`config.mk`:
```
export PLATFORM = sky130hd
export DESIGN_NAME = lfsr_gen
export DESIGN_NICKNAME = d
export VERILOG_FILES = /design/src/rtl/lfsr_gen.sv
export SDC_FILE = /design/constraint.sdc
export NUM_CORES = 1
export LEC_CHECK = 0
export BUFFER_PORTS_ARGS = -buffer_cell sky130_fd_sc_hd__buf_2
export CAP_MARGIN = 20
export CORE_MARGIN = 5
export CORE_UTILIZATION = 45
export CTS_CLUSTER_DIAMETER = 80
export DETAILED_ROUTE_END_ITERATION = 7
export PLACE_DENSITY = 0.67
export SLEW_MARGIN = 20
export SYNTH_ARGS = -nofsm -noshare
export SYNTH_HDL_FRONTEND = slang
export SYNTH_SLANG_ARGS = --single-unit
```
`constraint.sdc`:
```
create_clock -name clk -period 5.6 [get_ports clk]
set_clock_uncertainty 0.2 [all_clocks]
set_input_delay 0 -clock clk [delete_from_list [all_inputs] [get_ports clk]]
set_output_delay 0 -clock clk [all_outputs]
set_load 0.1 [all_outputs]
```
`src/rtl/lfsr_gen.sv`:
```
// Parameterised Fibonacci/Galois LFSR sample source with a valid/ready output slot,
// all-zero lockup recovery and a period marker.
module lfsr_gen #(
    parameter int          WIDTH = 8,
    parameter logic [31:0] TAPS  = 32'h9C,
    parameter logic [31:0] SEED  = 32'hBC,
    parameter int          MODE  = 0
) (
    input  logic             clk,
    input  logic             reset,
    input  logic             enable,
    input  logic             load,
    input  logic [WIDTH-1:0] seed_in,
    output logic [WIDTH-1:0] data_out,
    output logic             data_valid,
    input  logic             data_ready,
    output logic             lockup,
    output logic             period_done,
    output logic [1:0]       dbg_state
);

    // Handshake: a sample transfers in any cycle where data_valid and data_ready
    // are both high at the rising edge; data_out is stable while data_valid is
    // high and not yet accepted.

    if (WIDTH < 3 || WIDTH > 32 || TAPS == 0 || SEED == 0 || MODE < 0 || MODE > 1) begin : g_bad_param
        $error("lfsr_gen: illegal parameters WIDTH=%0d TAPS=%0h SEED=%0h MODE=%0d",
               WIDTH, TAPS, SEED, MODE);
    end

    localparam logic [WIDTH-1:0] TAP_M  = TAPS[WIDTH-1:0];
    localparam logic [WIDTH-1:0] SEED_V = SEED[WIDTH-1:0];

    typedef enum logic [1:0] {
        ST_RUN     = 2'd0,
        ST_HOLD    = 2'd1,
        ST_RECOVER = 2'd2
    } fsm_e;

    fsm_e             fsm_q, fsm_d;
    logic [WIDTH-1:0] state_q, state_d;
    logic [WIDTH-1:0] start_q, start_d;
    logic [WIDTH-1:0] data_out_q, data_out_d;
    logic             data_valid_q, data_valid_d;
    logic             lockup_q, lockup_d;
    logic             period_done_q, period_done_d;

    logic [WIDTH-1:0] fib_next, gal_next, lfsr_next, seed_eff;
    logic             slot_free, is_zero, step;

    // State register
    always_ff @(posedge clk or posedge reset) begin
        if (reset) begin
            fsm_q         <= ST_RUN;
            state_q       <= SEED_V;
            start_q       <= SEED_V;
            data_out_q    <= '0;
            data_valid_q  <= 1'b0;
            lockup_q      <= 1'b0;
            period_done_q <= 1'b0;
        end else begin
            fsm_q         <= fsm_d;
            state_q       <= state_d;
            start_q       <= start_d;
            data_out_q    <= data_out_d;
            data_valid_q  <= data_valid_d;
            lockup_q      <= lockup_d;
            period_done_q <= period_done_d;
        end
    end

    always_comb begin
        fib_next  = {state_q[WIDTH-2:0], ^(state_q & TAP_M)};
        gal_next  = {state_q[WIDTH-2:0], 1'b0} ^ (TAP_M & {WIDTH{state_q[WIDTH-1]}});
        lfsr_next = (MODE == 1) ? gal_next : fib_next;
        seed_eff  = (seed_in == '0) ? SEED_V : seed_in;
        slot_free = !data_valid_q || data_ready;
        is_zero   = (state_q == '0);
        // HOLD only ever has data_valid set, so slot_free there means data_ready.
        step      = !load && enable && slot_free && !is_zero && (fsm_q != ST_RECOVER);
    end

    // Next-state logic
    always_comb begin
        fsm_d = fsm_q;
        if (load) begin
            fsm_d = ST_RUN;
        end else begin
            case (fsm_q)
                ST_RUN: begin
                    if (is_zero)                                  fsm_d = ST_RECOVER;
                    else if (data_valid_q && !data_ready && enable) fsm_d = ST_HOLD;
                end
                ST_HOLD: begin
                    if (is_zero)         fsm_d = ST_RECOVER;
                    else if (data_ready) fsm_d = ST_RUN;
                end
                ST_RECOVER: fsm_d = ST_RUN;
                default:    fsm_d = ST_RUN;
            endcase
        end
    end

    // Output / datapath logic
    always_comb begin
        state_d       = state_q;
        start_d       = start_q;
        data_out_d    = data_out_q;
        data_valid_d  = data_valid_q;
        lockup_d      = 1'b0;
        period_done_d = 1'b0;
        if (load) begin
            state_d      = seed_eff;
            start_d      = seed_eff;
            data_valid_d = 1'b0;
            lockup_d     = (seed_in == '0);
        end else if (fsm_q == ST_RECOVER) begin
            state_d      = SEED_V;
            start_d      = SEED_V;
            data_valid_d = 1'b0;
            lockup_d     = 1'b1;
        end else if (step) begin
            state_d       = lfsr_next;
            data_out_d    = state_q;
            data_valid_d  = 1'b1;
            period_done_d = (lfsr_next == start_q);
        end else if (slot_free) begin
            data_valid_d = 1'b0;
        end
    end

    assign data_out    = data_out_q;
    assign data_valid  = data_valid_q;
    assign lockup      = lockup_q;
    assign period_done = period_done_q;
    assign dbg_state   = fsm_q;

endmodule

```
==> impl_results.md <==
* Htree depth at 2
* Worst R2R End: data_out[3]
* Bufs on Longest Clock Path at 2
* Fin Setup TNS at 0 ns
* Critical-path maximum fanout at 14
* Cell taking the most area after synthesis: dfrtp_1
* Fmax achieved at between 400 and 500 MHz
* Post-synth cell types at 39
* Initial core utilization at 0.4620
* Via count of the routed design at between 1000 and 1500
* Maximum number of pins on one net before global-route repair at 30
* Routability Congestion at between 0.7 and 0.8
* CTS tree: yes
* Power density over the cells at approximately 350 nW/um^2
* Detail Placement HPWL at 2148 um
* Cell total after placement at 180
* Number of top-level pins at 26
* Cells taking the most area after synthesis: dfrtp_1 34%, dfstp_2 19%, mux2_1 3.2%
* Compound-gate portion of the synthesized area at 0.1404
* Class of the tightest hold or removal check: primary input to asynchronous set/reset pin
* Share of post-route cells with drive strength above 1 at 0.3439
* Post-DRT Antenna Nets at 0
* WHS at 0.07620 ns
* FFs w/ async S/R, synth at 1.000
* Vias in the first global route at ~1100
* Post-synth top cells: 19 x dfrtp_1, 12 x nand2_1, 10 x dfstp_2
* Syn nets at 131
* Number of inserted diodes at 0
* Worst Max-Slew Pin Slew at between 0.7 and 0.8 ns
* DRT Wirelength at 3023 um
* Leakage power figure at around 0.76 nW
* Clk Tree Root Cell: clkbuf_4
* Reg area at 738.2 sq um
* Core outline area at between 3000 and 4000 sq um
* Pre-CTS WS at ~3.1 ns
* Primary flip-flop cell chosen by synthesis mapping: dfrtp_1
* Number of setup buffers added after CTS at 0
* Avg WL per Cell at roughly 15 um
* Final period utilization at 0.4402
* Share of synthesized area occupied by flip-flops and latches at 0.5277
* Max-cap viol count at 0
* Remaining max-slew budget at the tightest pin at 0.5000
* Element type at the critical path end: flip-flop
* Xor and xnor area share after synthesis at 0.06261
* Synthesis-to-layout area growth at 23.70%
* Final hold violations at 0
* Seq cells post-synth at 29
* Worst-Skew Late Latency at roughly 0.33 ns
* Main combinational cell family by area after synthesis: simple AND/OR/NAND/NOR gates
* Worst setup margin at about 3.1 ns
* Detailed-route DRC error count at 0
* Wire length of the first global-routing pass at slightly above 5000 um
* Area share of the leading cell type in the synthesized netlist at 0.3399
* Setup repair after global routing missed its margin: no
* Total routing usage reported by global routing at 0.1638
* Cell count after synthesis at about 120
* Number of violations reported at the end of detailed-routing iteration 0 at 38
* Synth Area in Adders at 0.008945
* Number of cells traversed by the worst register-to-register path at 6
* Min Clock Period, post-route at 2.465 ns
* Critical path class: flip-flop to flip-flop
* Number of enable-type register cells in the synthesized netlist at 0
* TritonCTS Buffers at 5
* Data arrival time at the worst-slack endpoint at 2.48 ns
* Yosys warning count at 0
* CTS clock-pin slew for the worst setup and hold paths at approximately 0.09 ns
* Via/cell ratio at approximately 5.1
* Synthesized area per cell at between 10 and 15 sq um
* Critical path startpoint: state_q[2]
* Overall die area at between 4000 and 5000 sq um
* Cell row count at 20
* Area of the multi-input gates at 604.3 sq um
* Die extent in x at 65.76 um
* Count of placed standard cells in the final layout, fillers left out at ~200
* Beginning of the worst register-to-register path: state_q[2]
* Most frequent cell after synthesis: dfrtp_1
* Fraction of synthesized area in multiplexers at 0.06440
* # hold bufs at CTS at 13
* Initial DRT Pass Iterations at 4
* Critical Path Source Type: flip-flop
* Fill cell instance count of the final layout at ~270
* Worst-case vdd ir drop at roughly 0.00014 V
* # setup viols final at 0
* Number of clock sinks seen by CTS at 29
* Reg-to-reg slack, setup at approximately 3.1 ns
* Destination of the critical timing path: data_out[3]
* Critical path required time at approximately 5.6 ns
* Port Buf Inserts at 25
* Fin nets at between 150 and 200
* Final Max Tran Viols at 0
* Status: finished, final reports clean
* Post-Syn Area at between 1000 and 1500 sq um
* Number of cells upsized or downsized after cts at 0
* Total global routing overflow at 0
* Height of the die at 65.76 um
* Antenna violations before repair at 0
* Simple-gate area share of the yosys netlist at 0.1556
## metrics by stage
step / total power, mW / cell area [sq um] / utilization
2_1_floorplan: 0.4380 / 1399 / -
3_3_place_gp: 0.4747 / 1541 / 0.5091
3_5_place_dp: 0.4773 / 1541 / 0.5091
4_1_cts: 0.6144 / 1730 / 0.5715
5_1_grt: 0.6391 / 1730 / 0.5715
6_report: 0.6119 / 1730 / 0.5715
## layout by cell type (no fill, tap or decap)
master	count
or4_1	3
o21ai_0	2
nand2b_4	1
xnor2_1	5
nor4_1	1
mux2_1	4
nor2b_1	2
buf_2	25
clkbuf_4	5
a21oi_1	2
o22a_1	5
o22ai_1	1
o311ai_0	1
nor2_1	4
a221o_1	2
and2_1	1
ha_1	1
inv_2	1
a221oi_2	2
nor3_1	5
clkbuf_8	1
dfstp_2	10
a221o_2	1
o21a_1	3
nand2_1	12
nand4_1	1
nand2b_1	2
dlygate4sd3_1	13
nor4b_4	1
nor3b_1	1
a221oi_1	1
inv_1	4
a211oi_4	1
nor3_2	1
xor2_1	5
o21ai_1	1
mux2_2	4
dfrtp_1	19
nand2_4	1
clkbuf_1	2
## worst min path at each step
stage | slack (ns) | cells past startpoint | endpoint | startpoint
floorplan | -0.13 | 1 | data_out[0] | reset
global placement | 0.04 | 2 | start_q[3] | seed_in[3]
detailed placement | 0.04 | 2 | start_q[3] | seed_in[3]
CTS | 0.24 | 3 | start_q[3] | seed_in[3]
global route | 0.14 | 3 | data_out[5] | reset
finish | 0.08 | 3 | data_out[5] | reset
## where the power goes
group          leakage (nW)  internal, mW  switching (mW)  total (mW)
logic                 0.384        0.0551           0.157       0.212
clock network        0.0326        0.0618          0.0713       0.133
registers             0.339         0.242          0.0247       0.267
## routing by layer
layer  vias up  GRT usage  share of wire
li1        494          -              -
met1       504     0.1939           0.45
met2        27     0.2741           0.48
met3         8    0.04274          0.045
met4         0    0.07772          0.023
met5         -          0              0
## critical path, cell delays in order, from the launching register on
cell,delay (ns)
dfstp_2,0.58
inv_1,0.05
ha_1,0.19
nor4b_4,0.15
a211oi_4,0.59
nand2_4,0.21
mux2_1,0.37
## cell type report
type / count / share of cell area
sequential: 29 / 0.4266
multi-input combinational: 77 / 0.3492
timing repair buffer: 38 / 0.1475
clock buffer: 8 / 0.03398
tap: 44 / 0.03181
inverter: 5 / 0.01085
## flip-flops by register name, summed over array words and instances, names as in the netlist
signal,flops
data_out,8
data_valid,1
dbg_state,2
lockup,1
period_done,1
start_q,8
state_q,8
## cells by family after synthesis
group           count (synthesis)
xor+xnor                       10
simple gates                   36
flops                          29
buf+inv                        11
mux                             8
fa+ha+maj                       1
compound gates                 22
(Power assumes the default switching activity.)
